===== src/rtl/keypad_scanner_pkg.sv =====
// Shared types and lookup tables for the 4x4 keypad scanner: column strobes,
// key-map table, scan-result classes and debounce FSM states.
package keypad_scanner_pkg;

  typedef enum logic [1:0] {
    RES_NONE,
    RES_ONE,
    RES_MULTI
  } scan_res_t;

  typedef enum logic [1:0] {
    ST_IDLE,
    ST_DEBOUNCE,
    ST_HELD
  } dbnc_state_t;

  localparam logic [3:0] COL_RESET = 4'b1110;

  function automatic logic [3:0] col_strobe(input logic [1:0] idx);
    case (idx)
      2'd0:    col_strobe = 4'b1110;
      2'd1:    col_strobe = 4'b1101;
      2'd2:    col_strobe = 4'b1011;
      default: col_strobe = 4'b0111;
    endcase
  endfunction

  // Index is 4*column + row.
  function automatic logic [3:0] key_lut(input logic [3:0] idx);
    case (idx)
      4'd0:    key_lut = 4'h1;
      4'd1:    key_lut = 4'h4;
      4'd2:    key_lut = 4'h7;
      4'd3:    key_lut = 4'h0;
      4'd4:    key_lut = 4'h2;
      4'd5:    key_lut = 4'h5;
      4'd6:    key_lut = 4'h8;
      4'd7:    key_lut = 4'hF;
      4'd8:    key_lut = 4'h3;
      4'd9:    key_lut = 4'h6;
      4'd10:   key_lut = 4'h9;
      4'd11:   key_lut = 4'hE;
      4'd12:   key_lut = 4'hA;
      4'd13:   key_lut = 4'hB;
      4'd14:   key_lut = 4'hC;
      default: key_lut = 4'hD;
    endcase
  endfunction

endpackage


===== src/rtl/keypad_scanner_debounce.sv =====
// Scan-rate debounce FSM: accepts a single steady key after DEBOUNCE_SCANS
// scans and locks out new keys until DEBOUNCE_SCANS empty scans are seen.
module key_debounce_fsm
  import keypad_scanner_pkg::*;
#(
  parameter int unsigned DEBOUNCE_SCANS = 4
) (
  input  logic       clk,
  input  logic       rst,
  input  logic       scan_end,
  input  logic [1:0] res,
  input  logic [3:0] key,
  output logic [3:0] key_code,
  output logic       key_valid,
  output logic       key_held
);

  localparam logic [8:0] DS = 9'(DEBOUNCE_SCANS);

  dbnc_state_t state;
  logic [3:0]  cand;
  logic [7:0]  cnt;
  logic [7:0]  rel;

  always_ff @(posedge clk or posedge rst) begin
    if (rst) begin
      state     <= ST_IDLE;
      cand      <= '0;
      cnt       <= '0;
      rel       <= '0;
      key_code  <= '0;
      key_valid <= 1'b0;
      key_held  <= 1'b0;
    end else begin
      key_valid <= 1'b0;
      if (scan_end) begin
        case (state)
          ST_IDLE: begin
            if (scan_res_t'(res) == RES_ONE) begin
              state <= ST_DEBOUNCE;
              cand  <= key;
              cnt   <= 8'd1;
            end
          end
          ST_DEBOUNCE: begin
            if (scan_res_t'(res) == RES_ONE) begin
              if (key != cand) begin
                cand <= key;
                cnt  <= 8'd1;
              end else if ({1'b0, cnt} + 9'd1 == DS) begin
                state     <= ST_HELD;
                key_code  <= cand;
                key_valid <= 1'b1;
                key_held  <= 1'b1;
                rel       <= '0;
              end else if (cnt != '1) begin
                cnt <= cnt + 8'd1;
              end
            end else begin
              state <= ST_IDLE;
            end
          end
          ST_HELD: begin
            if (scan_res_t'(res) == RES_NONE) begin
              if ({1'b0, rel} + 9'd1 == DS) begin
                state    <= ST_IDLE;
                key_held <= 1'b0;
                rel      <= '0;
              end else if (rel != '1) begin
                rel <= rel + 8'd1;
              end
            end else begin
              rel <= '0;
            end
          end
          default: state <= ST_IDLE;
        endcase
      end
    end
  end

endmodule


===== src/rtl/keypad_scanner.sv =====
// 4x4 hex keypad scanner: active-low column strobing, row synchronizer,
// per-scan press map and decode, feeding the debounce FSM.
module keypad_scanner
  import keypad_scanner_pkg::*;
#(
  parameter int unsigned SCAN_DIV       = 50000,
  parameter int unsigned DEBOUNCE_SCANS = 4
) (
  input  logic       clk,
  input  logic       rst,
  input  logic [3:0] row,
  output logic [3:0] col,
  output logic [3:0] key_code,
  output logic       key_valid,
  output logic       key_held
);

  localparam int unsigned DW = $clog2(SCAN_DIV);

  logic [DW-1:0] dwell;
  logic [1:0]    col_idx;
  logic [3:0]    row_s1;
  logic [3:0]    row_s2;
  logic [15:0]   map;
  logic [15:0]   map_next;
  logic          last_dwell;
  logic          scan_end;
  logic [4:0]    nset;
  logic [3:0]    kidx;
  logic [3:0]    key;
  scan_res_t     res;

  assign last_dwell = (dwell == DW'(SCAN_DIV - 1));
  assign scan_end   = last_dwell && (col_idx == 2'd3);

  // Sample folds into the map combinationally so scan_end evaluates its own column-3 sample.
  always_comb begin
    map_next = map;
    if (last_dwell)
      map_next = map | ({12'b0, ~row_s2} << {col_idx, 2'b00});
  end

  always_comb begin
    nset = '0;
    kidx = '0;
    for (int unsigned i = 0; i < 16; i++) begin
      if (map_next[i]) begin
        nset = nset + 5'd1;
        kidx = 4'(i);
      end
    end
    if (nset == 5'd0)      res = RES_NONE;
    else if (nset == 5'd1) res = RES_ONE;
    else                   res = RES_MULTI;
    key = key_lut(kidx);
  end

  always_ff @(posedge clk or posedge rst) begin
    if (rst) begin
      row_s1  <= '1;
      row_s2  <= '1;
      dwell   <= '0;
      col_idx <= '0;
      col     <= COL_RESET;
      map     <= '0;
    end else begin
      row_s1 <= row;
      row_s2 <= row_s1;
      if (last_dwell) begin
        dwell   <= '0;
        col_idx <= col_idx + 2'd1;
        col     <= col_strobe(col_idx + 2'd1);
        map     <= scan_end ? '0 : map_next;
      end else begin
        dwell <= dwell + DW'(1);
      end
    end
  end

  key_debounce_fsm #(
    .DEBOUNCE_SCANS(DEBOUNCE_SCANS)
  ) u_fsm (
    .clk      (clk),
    .rst      (rst),
    .scan_end (scan_end),
    .res      (res),
    .key      (key),
    .key_code (key_code),
    .key_valid(key_valid),
    .key_held (key_held)
  );

endmodule

===== config.mk =====
export PLATFORM = sky130hd
export DESIGN_NAME = keypad_scanner
export DESIGN_NICKNAME = d
export VERILOG_FILES = /design/src/rtl/keypad_scanner_pkg.sv /design/src/rtl/keypad_scanner_debounce.sv /design/src/rtl/keypad_scanner.sv
export SDC_FILE = /design/constraint.sdc
export NUM_CORES = 1
export LEC_CHECK = 0
export ABC_CLOCK_PERIOD_IN_PS = 19200
export CAP_MARGIN = 20
export CORE_ASPECT_RATIO = 0.9
export CORE_MARGIN = 2
export CORE_UTILIZATION = 45
export DETAILED_ROUTE_END_ITERATION = 10
export GPL_TIMING_DRIVEN = 0
export PLACE_DENSITY = 0.61
export SETUP_SLACK_MARGIN = 0.5
export SLEW_MARGIN = 15
export SYNTH_ARGS = -nofsm -noshare
export SYNTH_HDL_FRONTEND = slang
export SYNTH_SLANG_ARGS = --single-unit

===== constraint.sdc =====
create_clock -name clk -period 19.2 [get_ports clk]
set_input_delay 3.84 -clock clk [delete_from_list [all_inputs] [get_ports clk]]
set_output_delay 3.84 -clock clk [all_outputs]
set_load 0.01 [all_outputs]

-- Word level (Yosys, flattened, before mapping)
Memory sizes are Yosys's and may differ from the RTL's.
Cells that the tools add are included.
- ROM bits: 64
- logic and storage cells: 149
- memories kept: 1
- register bits after elaboration: 74
- output and inout port bits: 10
- memories (memory ; words ; bits a word ; read ports ; clocked after memory_dff ; write ports ; RTL line ; source):
    (no name shown) ; 16 ; 4 ; 1 ; 0 ; 0 ; keypad_scanner_pkg.sv:30 ; case (idx)
- bitwise operators: 3
- equal/unequal tests: 25
- reductions and logical operators: 13
- $add $sub $neg: 21
- shift-type cells: 1
- multiplexer cells: 72
- operators by type and width (kind ; count):
    2-to-1 mux 8 bit ; 11
    adder 5 x 1 -> 5 bit (second input constant) ; 15
    2-to-1 mux 5 bit ; 15
    2-to-1 mux 4 bit ; 17
    2-to-1 mux 16 bit ; 3
    one-hot mux 8 bit (2 select lines) ; 2
    adder 8 x 1 -> 9 bit (second input constant) ; 2
    equality test 9 x 3 -> 1 bit (second input constant) ; 2
    AND reduction 6 bit ; 3
    adder 16 x 1 -> 16 bit (second input constant) ; 1
    adder 8 x 1 -> 8 bit (second input constant) ; 2
    equality test 16 bit (second input constant) ; 1
    2-to-1 mux 2 bit ; 8
    != test 8 bit (second input constant) ; 2
    OR 16 bit ; 1
    << shifter 4 x 4 -> 16 bit ; 1
    2-to-1 mux 1 bit ; 12
    != test 2 x 1 -> 1 bit (second input constant) ; 6
    one-hot mux 4 bit (3 select lines) ; 1
    AND reduction 5 bit ; 2
    one-hot mux 4 bit (2 select lines) ; 1
    AND reduction 7 bit ; 1
    equality test 2 x 1 -> 1 bit (second input constant) ; 3
    equality test 2 bit (second input constant) ; 3
    16 further kinds ; 20

-- Depth between registers and ports, before layout
Gate-level depths: netlist of the first run.
- word-level depth: 42
- mapped depth: 66
- depth with buffers taken out: 64

-- Hierarchy
Synthesis of the first run repeated with hierarchy kept, for this count alone.
- cells, all modules: 642
- area, all modules: 5765.5 um^2
- modules (own cells, without submodules) (module ; area an instance (um^2) ; instances ; cells each):
    keypad_scanner ; 4066.4 ; 1 ; 456
    key_debounce_fsm ; 1699.1 ; 1 ; 186

-- Worst setup path before layout of the first run
OpenSTA, ideal clock, no wires.
- path type: reg2reg
- start point: register dwell[0]
- end point: register u_fsm.state[0]
- stages on the path, launching flop included: 63
- period minus slack after synthesis: 11695 ps
- data arrival time: 11567 ps
- path slack: 7505 ps
- data required time: 19072 ps
- path buffers: 1
- library setup time: 128 ps
- cells stage by stage: dfrtp_1 ha_1 and4b_1 and4_1 buf_4 a31oi_1 ha_1 xnor2_1 ha_1 nor3_1 o2bb2ai_1 nor2_1 a21oi_1 inv_1 ha_1 nor2_1 a21oi_1 ha_1 [... 27 more ...] o21ai_0 a31o_2 ha_1 nand2_1 a21boi_0 inv_1 ha_1 nand2_1 o21ai_0 ha_1 nand2_1 a21oi_1 a31o_2 o311ai_1 nand4_2 a31o_2 a211oi_2 mux2_1
- cells in the longest elaborated chain, start to end: 39
- elaborated cells between the ends (all ways): 64
- those cells by class: add/sub: 15; eq/ne: 8; mux: 36; reduce/logical: 4; memory: 1
- RTL lines (what ; RTL line ; source):
    start, declared ; keypad_scanner.sv:20 ; logic [DW-1:0] dwell;
    start signal, assigned ; keypad_scanner.sv:75 ; dwell <= dwell + DW'(1);
    equality test 16 bit (*) ; keypad_scanner.sv:33 ; assign last_dwell = (dwell == DW'(SCAN_DIV - 1));
    2-to-1 mux 16 bit ; keypad_scanner.sv:39 ; if (last_dwell)
    2-to-1 mux 1 bit ; keypad_scanner.sv:47 ; if (map_next[i]) begin
    adder 5 x 1 -> 5 bit ; keypad_scanner.sv:48 ; nset = nset + 5'd1;
    2-to-1 mux 5 bit ; keypad_scanner.sv:47 ;
    adder 5 x 1 -> 5 bit ; keypad_scanner.sv:48 ;
    2-to-1 mux 5 bit ; keypad_scanner.sv:47 ;
    adder 5 x 1 -> 5 bit ; keypad_scanner.sv:48 ;
    [... 23 more ...] ; n/a ;
    adder 5 x 1 -> 5 bit ; keypad_scanner.sv:48 ;
    2-to-1 mux 5 bit ; keypad_scanner.sv:47 ;
    equality test 5 x 1 -> 1 bit ; keypad_scanner.sv:53 ; else if (nset == 5'd1) res = RES_ONE;
    2-to-1 mux 2 bit ; keypad_scanner.sv:53 ;
    2-to-1 mux 2 bit ; keypad_scanner.sv:52 ; if (nset == 5'd0) res = RES_NONE;
    equality test 2 x 1 -> 1 bit or logical NOT 2 bit (tied branches) ; keypad_scanner_debounce.sv:39, keypad_scanner_debounce.sv:46, keypad_scanner_debounce.sv:64 ;
    != test 3 bit (no line) (tied with other cells) ; n/a ;
    AND reduction 6 bit (no line) or one-hot mux 2 bit (3 select lines) (tied branches) ; n/a ;
    end signal, assigned ; keypad_scanner_debounce.sv:40 ; state <= ST_DEBOUNCE;
    end signal, assigned ; keypad_scanner_debounce.sv:51 ; state <= ST_HELD;
    end signal, assigned ; keypad_scanner_debounce.sv:60 ; state <= ST_IDLE;
    end, declared ; keypad_scanner_debounce.sv:20 ; dbnc_state_t state;
Every way passes the cells marked *; elsewhere a longest branch is shown, timed or not.
A chain may end at the register's enable or synchronous reset.

-- Worst setup path after layout of the first run
- start point: register dwell[0]
- end point: register u_fsm.cnt[2]
- cells in the longest elaborated chain, start to end: 39
- elaborated cells between the ends (all ways): 64
- those cells by class: add/sub: 15; eq/ne: 8; mux: 37; reduce/logical: 3; memory: 1
- RTL lines (what ; RTL line ; source):
    equality test 16 bit (*) ; keypad_scanner.sv:33 ;
    2-to-1 mux 16 bit ; keypad_scanner.sv:39 ;
    2-to-1 mux 1 bit ; keypad_scanner.sv:47 ;
    adder 5 x 1 -> 5 bit ; keypad_scanner.sv:48 ;
    2-to-1 mux 5 bit ; keypad_scanner.sv:47 ;
    adder 5 x 1 -> 5 bit ; keypad_scanner.sv:48 ;
    2-to-1 mux 5 bit ; keypad_scanner.sv:47 ;
    adder 5 x 1 -> 5 bit ; keypad_scanner.sv:48 ;
    [... 23 more ...] ; n/a ;
    adder 5 x 1 -> 5 bit ; keypad_scanner.sv:48 ;
    2-to-1 mux 5 bit ; keypad_scanner.sv:47 ;
    equality test 5 x 1 -> 1 bit ; keypad_scanner.sv:53 ;
    2-to-1 mux 2 bit ; keypad_scanner.sv:53 ;
    2-to-1 mux 2 bit ; keypad_scanner.sv:52 ;
    equality test 2 x 1 -> 1 bit ; keypad_scanner_debounce.sv:39, keypad_scanner_debounce.sv:46 ;
    != test 2 x 1 -> 1 bit (no line) ; n/a ;
    AND reduction 6 bit (no line) ; n/a ;
    end signal, assigned ; keypad_scanner_debounce.sv:57 ; cnt <= cnt + 8'd1;
    end, declared ; keypad_scanner_debounce.sv:22 ; logic [7:0] cnt;
Every way passes the cells marked *; elsewhere a longest branch is shown, timed or not. The select of a mux whose other input is x is not followed.

==> impl_metrics.py, run 1 <==
metrics = {
    "setup_path": {
        "cp_common_cell": "ha_1",
        "slowest_delay_ps": 630,
        "critPathKind": "reg -> reg",
        "cp.arrival_ps": 13480,
        "crit_start": "dwell[0]",
        "r2r_cells": 63,
        "cp_slowest_cell": "o311ai_2",
        "cp-end-kind": "flop",
        "start_kind": "flop",
        "cp_num_cells": 63,
        "worst-path-buf-inv": 5,
        "crit_family": "compound AO/OA/AOI/OAI gates",
        "cp_max_fo": 10,
        "worstReg2RegStart": "dwell[0]",
        "crit_required_ps": 19430,
    },
    "synthesis": {
        "synth_nets": 703,
        "synth_area_leaders": "dfrtp_1 (27%), xnor2_1 (7.2%), ha_1 (5.8%), dfstp_2 (5.0%), nor2_1 (4.8%)",
        "syn_area_mm2": 0.00582,
        "yosys.area.top_type": "dfrtp_1",
        "syn_inst": 670,
        "synth_top_family_by_area": "simple AND/OR/NAND/NOR gates",
        "avgSynthCellArea_um2": 8.69,
        "synthAdderAreaFrac_pct": 5.80,
        "synth_seq_cells": 74,
        "synth.distinct_cells": 84,
        "synth_mux_area_share_pct": 3.63,
        "ys.flop_type": "dfrtp_1",
        "synth_compound_area_share_pct": 19.2,
        "synth_xor_xnor_area_share_pct": 12.3,
        "synthArstFlopShare_pct": 100,
        "ys.warnings.count": 0,
        "synth-simple-area-share_pct": 24.1,
        "synth_top_area_share_pct": 27.1,
        "synth_edf_count": 0,
        "yosysSeqAreaShare_pct": 32.1,
    },
    "min_path": {
        "hp-start": "row_s1[0]",
        "min_path_cells": 0,
        "hold_path_class": "reg -> reg",
    },
    "routing": {
        "drc": 0,
        "dr_wl_met2_mm": 6.24,
        "drt-total-wl_mm": 13.7,
        "wl_met1_mm": 6.86,
        "ant_nets": 0,
        "top_layer": "met4",
        "drtPass1Iterations": 5,
        "drt_iter0_markers": 398,
        "vias": 5051,
        "wl_per_cell_um": 15.8,
        "wl_met3_um": 413,
        "vias_per_cell": 5.83,
    },
    "global_route": {
        "grt_pass1_wl_mm": 23.7,
        "grt_pass1_vias": 4864,
        "track_usage_pct": 21.2,
        "grt_overflow": 0,
        "antenna_found_initial": 0,
        "grt_max_degree": 39,
    },
    "clock_network": {
        "cts_tree": "yes",
        "cts_buffer_depth": 2,
        "clock-sinks": 74,
        "postCtsSetupBuffers": 0,
        "h-tree-depth": 3,
        "cts.clk_slew.worst_paths_ps": 60,
        "clock_latency_ps": 340,
        "cts.repair.resized": 0,
        "cts-root-buf": "clkbuf_16",
        "numCtsBuffers": 9,
        "cts_hold_buffers": 0,
    },
    "power": {
        "p_sw_share_pct": 22.3,
        "p_leak_nw": 2.82,
        "clockPowerShare_pct": 51.7,
        "p_int_mw": 0.265,
        "seqPwrFrac_pct": 46.4,
        "power_mw": 0.341,
        "vdd_ir_drop_max_mv": 0.0629,
        "power_density_mw_per_mm2": 52.3,
        "power_frac_comb_pct": 1.9,
        "power_switching_mw": 0.0762,
    },
    "timing": {
        "setup_tns_ps": 0,
        "timing.fmax_mhz": 75.4,
        "period_minus_slack_ps": 13260,
        "period_share_pct": 69.0,
        "fin_worst_skew_ps": 5.15,
        "setup_viol_count_final": 0,
        "rsz0062_at_grt": "false",
        "finalHoldViolCount": 0,
        "slew-limit-headroom_pct": 34.8,
        "slew_violations": 0,
        "worst_pin_slew_ps": 954,
    },
    "cells_and_area": {
        "fin_nets": 730,
        "layout_commonest_cell": "nor2_1",
        "diodes": 0,
        "drive_above_1_share_pct": 9.97,
        "final_cell_mix": "nor2_1 (74), nand2_1 (66), dfrtp_1 (63), xnor2_1 (48), a21oi_1 (40)",
        "area_growth_pct": 12.0,
    },
    "job": {
        "cap_violations": 0,
    },
    "placement": {
        "gp_congestion": 0.873,
        "io_buffers": 15,
        "place.detailed.hpwl_mm": 10.3,
    },
    "die": {
        "die_y_um": 112,
        "coreArea_mm2": 0.0126,
        "dieArea_mm2": 0.0139,
        "ios": 16,
        "row_count": 39,
        "dieWidth_um": 124,
        "initial_core_util_pct": 46.1,
    },
    "run_status": {
        "status": "completed",
    },
}
layout make-up:
class	instances	area, µm²
repair buffers	16	170
clock inverters	6	72.6
multi-input cells	553	3790
well taps	164	205
inverters	27	104
flip-flops and latches	74	1870
plain buffers	16	67.6
fillers	1193	6120
clock buffers	10	239
logic make-up (layout without fill, tap and decap cells):
group | Yosys count | count (layout)
xor gates and xnor gates | 72 | 72
muxes | 20 | 20
and+or+nand+nor | 271 | 271
DFF | 74 | 74
adders and majority gates | 27 | 27
buffers and inverters | 43 | 75
AOI/OAI and AO/OA | 163 | 163
power groups by stage:
stage | clock network [mW] | registers, mW | logic [mW]
final | 0.176 | 0.158 | 0.00647
after global routing | 0.187 | 0.158 | 0.00740
after floorplan | 0 | 0.161 | 0.00359
after global placement | 0 | 0.161 | 0.00585
after CTS | 0.181 | 0.158 | 0.00669
after detailed placement | 0 | 0.161 | 0.00666
registers in the layout (all words and copies together) (netlist names), 8 cells and up:
| name | cells |
|---|---|
| u_fsm.rel | 8 |
| dwell | 16 |
| u_fsm.cnt | 8 |
| map | 16 |
routing by layer:
layer | global-route usage, % | up-vias
li1 | - | 2492
met1 | 30.8 | 2448
met2 | 32.5 | 93
met3 | 3.84 | 18
met4 | 5.38 | 0
met5 | 0 | -
worst reg2reg max path, delay by kind of cell, from the launching register on:
family / cells / cell delay, ps
buffers and inverters: 5 / 750
xor gates and xnor gates: 1 / 170
DFF: 1 / 420
adders and majority gates: 15 / 4450
AOI/OAI and AO/OA: 23 / 4970
and+or+nand+nor: 19 / 2400
cells in the mapped netlist, types with 5 or more instances:
master	number
nor4_1	7
a21oi_1	40
nand4_1	7
nand2_1	66
dfrtp_1	63
o22ai_1	6
and3_1	12
a21o_1	7
mux2_1	6
o21ai_0	27
nand3_1	32
clkbuf_1	11
nor2b_1	8
dfstp_2	11
a31o_2	10
xor2_1	17
xnor2_1	48
mux2i_1	11
inv_1	26
a31oi_1	20
nor2_1	74
or3_1	5
ha_1	27
or2_2	6
and2_1	7
nor3_1	14
path summary, 6_finish.rpt:
check | end | slack, ps
hold / removal | row_s2[0] | 360
setup reg to reg | u_fsm.cnt[2] | 5940
min in group asynchronous | col[0] | 3880
setup / recovery | u_fsm.cnt[2] | 5940
max in group asynchronous | row_s2[1] | 14690
hold reg to reg | row_s2[0] | 360
metrics by stage:
| step | worst slack (ps) | instance area [µm²] | hold WS [ps] | utilization (%) | instances |
|---|---|---|---|---|---|
| finish | 5940 | 6520 | 356 | 51.6 | 866 |
| global route | 4700 | 6520 | 364 | 51.6 | 866 |
| CTS | 5730 | 6510 | 356 | 51.5 | 866 |
| detailed placement | 5770 | 6200 | 347 | 49.0 | 850 |
| global placement | 6100 | 6180 | 346 | 48.9 | 849 |
| floorplan | 7510 | 5820 | 345 | - | 670 |
Power figures use the tool's default switching activity.
==> run 2, diff against run 1 <==
--- a/config.mk
+++ b/config.mk
@@ -5,14 +5,14 @@
 export SDC_FILE = /design/constraint.sdc
 export NUM_CORES = 1
 export LEC_CHECK = 0
-export ABC_CLOCK_PERIOD_IN_PS = 19200
+export ABC_CLOCK_PERIOD_IN_PS = 10600
 export CAP_MARGIN = 20
 export CORE_ASPECT_RATIO = 0.9
 export CORE_MARGIN = 2
 export CORE_UTILIZATION = 45
 export DETAILED_ROUTE_END_ITERATION = 10
 export GPL_TIMING_DRIVEN = 0
-export PLACE_DENSITY = 0.61
+export PLACE_DENSITY = 0.64
 export SETUP_SLACK_MARGIN = 0.5
 export SLEW_MARGIN = 15
 export SYNTH_ARGS = -nofsm -noshare
==> constraint.sdc (replaced) <==
create_clock -name clk -period 10.6 [get_ports clk]
set_input_delay 2.12 -clock clk [delete_from_list [all_inputs] [get_ports clk]]
set_output_delay 2.12 -clock clk [all_outputs]
set_load 0.01 [all_outputs]
==> run 2 against run 1 <==
Compared with the run above: the run now ends with setup timing left; final cell count up 8.8%; clock power up 66%; die area unchanged; first-iteration DRC count down 5.3%; design area up 18%; clock-buffer cell count down 1; critical path depth up 1; sequential cell count unchanged; via count up 8.7%; maximum frequency up 21%; power up 73%; critical path type unchanged.
==> impl_metrics.py, run 2 (synthesized netlist as in run 1, its figures left out) <==
metrics = {
    "setup_path": {
        "worstReg2RegStart": "dwell[0]",
        "cp-end-kind": "flop",
        "r2r_setup_slack_ps": -390,
        "crit_required_ps": 10820,
        "crit-reg2reg-capture": "u_fsm.state[0]",
        "start_kind": "flop",
        "r2r_cells": 64,
        "crit_family": "adder cells",
        "cp.arrival_ps": 11210,
        "cp_slowest_cell": "or4b_1",
        "critPathKind": "reg -> reg",
        "cp_num_cells": 64,
        "slowest_delay_ps": 540,
        "worst-path-buf-inv": 4,
        "cp_max_fo": 7,
    },
    "routing": {
        "wl_per_cell_um": 16.5,
        "vias_per_cell": 5.83,
        "ant_nets": 0,
        "drt-total-wl_mm": 15.5,
        "drt_iter0_markers": 377,
        "drc": 0,
        "vias": 5491,
        "drtPass1Iterations": 4,
    },
    "timing": {
        "finalHoldViolCount": 0,
        "fin_ws_ps": -386,
        "period_share_pct": 104,
        "slew_violations": 0,
        "setup_viol_count_final": 27,
        "rsz0062_at_grt": "true",
        "timing.fmax_mhz": 91.0,
        "slew-limit-headroom_pct": 31.2,
        "worst_pin_slew_ps": 1010,
        "period_minus_slack_ps": 10990,
        "fin_worst_skew_ps": 5.54,
    },
    "cells_and_area": {
        "drive_above_1_share_pct": 28.8,
        "area_growth_pct": 31.6,
        "final_cell_mix": "buf_4 (69), nor2_1 (67), dfrtp_1 (63), nand2_1 (55), xnor2_1 (45)",
        "diodes": 0,
        "fin_nets": 806,
        "fin_cells": 942,
        "layout_commonest_cell": "buf_4",
        "fin_util_pct": 60.6,
        "reg_top3": "dwell: 16 flops, map: 16 flops",
    },
    "min_path": {
        "hold_path_class": "reg -> reg",
        "holdPathEnd": "row_s2[3]",
        "min_path_cells": 0,
        "hp-start": "row_s1[3]",
    },
    "die": {
        "dieArea_mm2": 0.0139,
        "coreArea_mm2": 0.0126,
        "row_count": 39,
        "ios": 16,
        "initial_core_util_pct": 46.1,
        "dieWidth_um": 124,
        "die_y_um": 112,
    },
    "clock_network": {
        "clock-sinks": 74,
        "cts.clk_slew.worst_paths_ps": 60,
        "cts_hold_buffers": 0,
        "cts_tree": "yes",
        "cts-root-buf": "clkbuf_16",
        "h-tree-depth": 3,
        "cts_buffer_depth": 2,
        "clock_latency_ps": 340,
        "numCtsBuffers": 9,
    },
    "power": {
        "power_density_mw_per_mm2": 77.2,
        "p_leak_nw": 3.30,
        "vdd_ir_drop_max_mv": 0.121,
    },
    "global_route": {
        "antenna_found_initial": 0,
        "grt_max_degree": 49,
        "grt_overflow": 0,
        "grt_pass1_wl_mm": 25.4,
        "track_usage_pct": 22.8,
        "grt_pass1_vias": 5275,
    },
    "run_status": {
        "status": "finished with violations",
        "failed_checks": "setup timing",
    },
    "placement": {
        "dp_slack_ps": -1040,
        "place.detailed.hpwl_mm": 10.3,
        "dp.cells": 850,
        "io_buffers": 15,
        "gp_congestion": 0.850,
    },
    "job": {
        "cap_violations": 0,
    },
}
-- run 2: cell count changes in the layout (fill, tap and decap cells not counted), moves of 6 or more --
cell,change
nand2_2,+6
buf_4,+68
a21oi_2,+10
ha_1,-8
mux2_4,+6
o21ai_2,+6
nand2_1,-11
ha_4,+7
buf_6,+9
nor2_1,-7
a21oi_1,-12
-- run 2: layout make-up --
class / count / area (µm²)
well taps: 164 / 205
multi-input cells: 553 / 4340
clock buffers: 9 / 225
plain buffers: 16 / 88.8
repair buffers: 92 / 774
fillers: 1062 / 4980
flip-flops and latches: 74 / 1870
clock inverters: 7 / 58.8
inverters: 27 / 104
-- run 2: worst max path at each step --
stage	start	to
after floorplan	dwell[0]	u_fsm.state[0]
after global placement	dwell[0]	u_fsm.state[0]
after detailed placement	dwell[0]	u_fsm.state[0]
after CTS	dwell[0]	u_fsm.state[0]
after global routing	dwell[0]	u_fsm.state[0]
final	dwell[0]	u_fsm.state[0]
-- run 2: where the power goes --
part           switching (mW)  internal, mW
sequential            0.00136         0.285
combinational         0.00854       0.00370
clock                   0.130         0.163
total                   0.140         0.452
-- run 2: metal layers --
metal	routed length, µm	vias up	GRT usage [%]	part of all wire [%]
met1	7250	2690	31.7	47
met4	237	0	7.12	1.5
met2	7490	132	36.4	48
met3	538	21	3.48	3.5
li1	-	2648	-	-
met5	0	-	0	0
-- run 2: worst register-to-register path: cells and delay by family (launching register included) --
family          cells  cell delay (ps)
compound gates     21             2920
xor+xnor            1              120
simple gates       21             2430
flops               1              430
buf+inv             4              340
mux                 2              560
fa+ha+maj          15             4080
-- run 2: metrics by stage --
step / setup TNS, ps / instance area (µm²) / power, mW / hold slack [ps]
floorplan: -35.2 / 6060 / 0.298 / 345
global placement: -16200 / 6420 / 0.302 / 346
detailed placement: -23040 / 6450 / 0.304 / 347
CTS: -3650 / 7400 / 0.599 / 357
global route: -21290 / 7660 / 0.611 / 361
finish: -7650 / 7660 / 0.591 / 355
-- run 2: what timing repair did --
action / 4_1_cts / 5_1_grt
pin swaps: 34 / 34
setup buffers: 57 / 18
gates cloned: 1 / 0
setup endpoints to repair: 28 / 28
gates resized for setup: 46 / 27
==> run 3, diff against run 2 <==
--- a/config.mk
+++ b/config.mk
@@ -5,6 +5,7 @@
 export SDC_FILE = /design/constraint.sdc
 export NUM_CORES = 1
 export LEC_CHECK = 0
+export ABC_AREA = 1
 export ABC_CLOCK_PERIOD_IN_PS = 10600
 export CAP_MARGIN = 20
 export CORE_ASPECT_RATIO = 0.9
==> run 3 against run 2 <==
Compared with the run above: the run now ends clean; clock power about the same; global-route usage decreased by 5.3 points; via count decreased by 9.6%; wire length decreased by 25%; maximum frequency increased by 17%; highest routed layer unchanged.
==> impl_metrics.py, run 3 <==
metrics = {
    "synthesis": {
        "yosys.area.top_type": "dfrtp_1",
        "synth_nets": 859,
        "syn_area_mm2": 0.00602,
        "synth_common_cells": "nand2_1 (153), inv_1 (129), nor2_1 (78)",
        "ys.flop_type": "dfrtp_1",
        "synth.distinct_cells": 51,
        "ys.warnings.count": 0,
        "synth.most_common_cell": "nand2_1",
        "synth_top_area_share_pct": 26.2,
        "synth_edf_count": 0,
        "avgSynthCellArea_um2": 7.29,
        "synth_area_leaders": "dfrtp_1 (26%), nand2_1 (9.5%), inv_1 (8.0%), nand2_2 (7.7%), ha_1 (5.6%)",
        "yosysSeqAreaShare_pct": 31.0,
        "synthArstFlopShare_pct": 100,
        "synth_seq_cells": 74,
        "syn_inst": 826,
    },
    "placement": {
        "dp_slack_ps": 992,
        "gp_congestion": 0.853,
        "place.detailed.hpwl_mm": 8.95,
        "dp.cells": 1010,
        "io_buffers": 15,
    },
    "clock_network": {
        "clock_latency_ps": 330,
        "cts_tree": "yes",
        "cts_buffer_depth": 2,
        "clock-sinks": 74,
        "numCtsBuffers": 9,
        "cts_hold_buffers": 0,
        "cts.clk_slew.worst_paths_ps": 60,
        "h-tree-depth": 3,
        "cts-root-buf": "clkbuf_16",
    },
    "timing": {
        "setup_tns_ps": 0,
        "period_share_pct": 88.5,
        "slew_violations": 0,
        "fin_worst_skew_ps": 5.64,
        "fin_ws_ps": 1220,
        "finalHoldViolCount": 0,
        "timing.fmax_mhz": 107,
        "setup_viol_count_final": 0,
        "slew-limit-headroom_pct": 56.5,
        "rsz0062_at_grt": "false",
        "worst_pin_slew_ps": 647,
        "period_minus_slack_ps": 9380,
    },
    "routing": {
        "ant_nets": 0,
        "drtPass1Iterations": 4,
        "drc": 0,
        "vias_per_cell": 4.82,
        "drt-total-wl_mm": 11.6,
        "vias": 4965,
        "drt_iter0_markers": 252,
        "wl_per_cell_um": 11.3,
    },
    "global_route": {
        "grt_pass1_vias": 4728,
        "grt_max_degree": 56,
        "antenna_found_initial": 0,
        "grt_overflow": 0,
        "track_usage_pct": 17.5,
        "grt_pass1_wl_mm": 21.2,
    },
    "cells_and_area": {
        "fillCellCount": 1293,
        "drive_above_1_share_pct": 24.6,
        "regArea_mm2": 0.00187,
        "diodes": 0,
        "fin_nets": 891,
        "area_growth_pct": 12.3,
        "final_cell_mix": "nand2_1 (152), inv_1 (128), nor2_1 (77), nand2_2 (75), dfrtp_1 (63)",
        "reg_top3": "dwell: 16 flops, map: 16 flops",
        "fin_cells": 1031,
        "multiInputGateArea_mm2": 0.00357,
        "layout_commonest_cell": "nand2_1",
    },
    "die": {
        "ios": 16,
        "initial_core_util_pct": 45.6,
        "die_y_um": 114,
        "dieWidth_um": 126,
        "coreArea_mm2": 0.0132,
        "row_count": 40,
        "dieArea_mm2": 0.0143,
    },
    "min_path": {
        "hp-start": "row_s1[0]",
        "hold_path_class": "reg -> reg",
        "min_path_cells": 0,
        "holdPathEnd": "row_s2[0]",
    },
    "run_status": {
        "status": "completed",
    },
    "setup_path": {
        "cp_max_fo": 10,
        "slowest_delay_ps": 420,
        "crit_required_ps": 10860,
        "crit_family": "adder cells",
        "critPathKind": "reg -> reg",
        "r2r_setup_slack_ps": 1220,
        "worstReg2RegStart": "dwell[0]",
        "cp.arrival_ps": 9640,
        "crit-reg2reg-capture": "u_fsm.rel[3]",
        "worst-path-buf-inv": 7,
        "cp_common_cell": "ha_1",
        "cp-end-kind": "flop",
        "start_kind": "flop",
        "r2r_cells": 61,
        "cp_slowest_cell": "dfrtp_1",
    },
    "power": {
        "power_density_mw_per_mm2": 86.7,
        "p_leak_nw": 3.62,
        "vdd_ir_drop_max_mv": 0.0553,
    },
    "job": {
        "cap_violations": 0,
    },
}
## run 3: changes by cell type after synthesis, moves of 21 or more
cell,before,now
a21oi_1,40,19
nand3_2,0,29
nand2_1,66,153
xnor2_1,48,1
nand2_2,0,74
inv_1,26,129
nand3_1,32,58
## run 3: worst max path at each step
stage / slack (ps) / startpoint / to / cells past startpoint
after floorplan: 1670 / dwell[0] / u_fsm.rel[2] / 61
after global placement: 1060 / dwell[0] / u_fsm.rel[1] / 61
after detailed placement: 990 / dwell[0] / u_fsm.rel[3] / 61
after CTS: 940 / dwell[0] / u_fsm.rel[3] / 61
after global routing: 510 / dwell[0] / u_fsm.rel[3] / 61
final: 1220 / dwell[0] / u_fsm.rel[3] / 61
## run 3: kinds of logic after synthesis
kind of cell,Yosys count,synth area share [%]
fa+ha+maj,27,5.61
buf+inv,156,10.1
compound gates,79,8.58
flops,74,31.0
xor+xnor,19,2.89
simple gates,471,41.8
## run 3: cell type report
type,count,area share [%]
clock inverters,5,0.555
clock buffers,11,3.73
flip-flops and latches,74,27.6
inverters,148,8.34
plain buffers,8,0.758
well taps,168,3.11
multi-input cells,596,52.8
repair buffers,21,3.18
## run 3: power breakdown
group / internal [mW] / switching, mW
registers: 0.285 / 0.00120
clock network: 0.172 / 0.119
logic: 0.00297 / 0.00600
## run 3: layer usage
layer	vias up	routed length [µm]	global-route usage [%]	share of wire, %
met5	-	0	0	0
met4	0	228	5.86	2.0
met3	20	282	2.67	2.4
met2	54	4790	26.9	41
met1	2219	6330	25.3	54
li1	2672	-	-	-
## run 3: timing repair
item                                    CTS  global route
endpoints found under the setup margin    0            28
buffers inserted                          0             5
resized for setup                         0             6
## run 3: worst reg2reg max path: cells and delay by family, from the launching register on
kind                       cells  cell delay, ps
adders and majority gates     15            4080
DFF                            1             420
buffers and inverters          7             540
and+or+nand+nor               36            4030
AOI/OAI and AO/OA              3             240
## run 3: stage by stage
| step | cell area, µm² | util [%] | power (mW) | hold WS, ps |
|---|---|---|---|---|
| after global placement | 6380 | 48.3 | 0.300 | 346 |
| after global routing | 6770 | 51.2 | 0.609 | 358 |
| after CTS | 6710 | 50.7 | 0.595 | 355 |
| after floorplan | 6020 | - | 0.296 | 345 |
| final | 6770 | 51.2 | 0.587 | 354 |
| after detailed placement | 6410 | 48.6 | 0.301 | 347 |
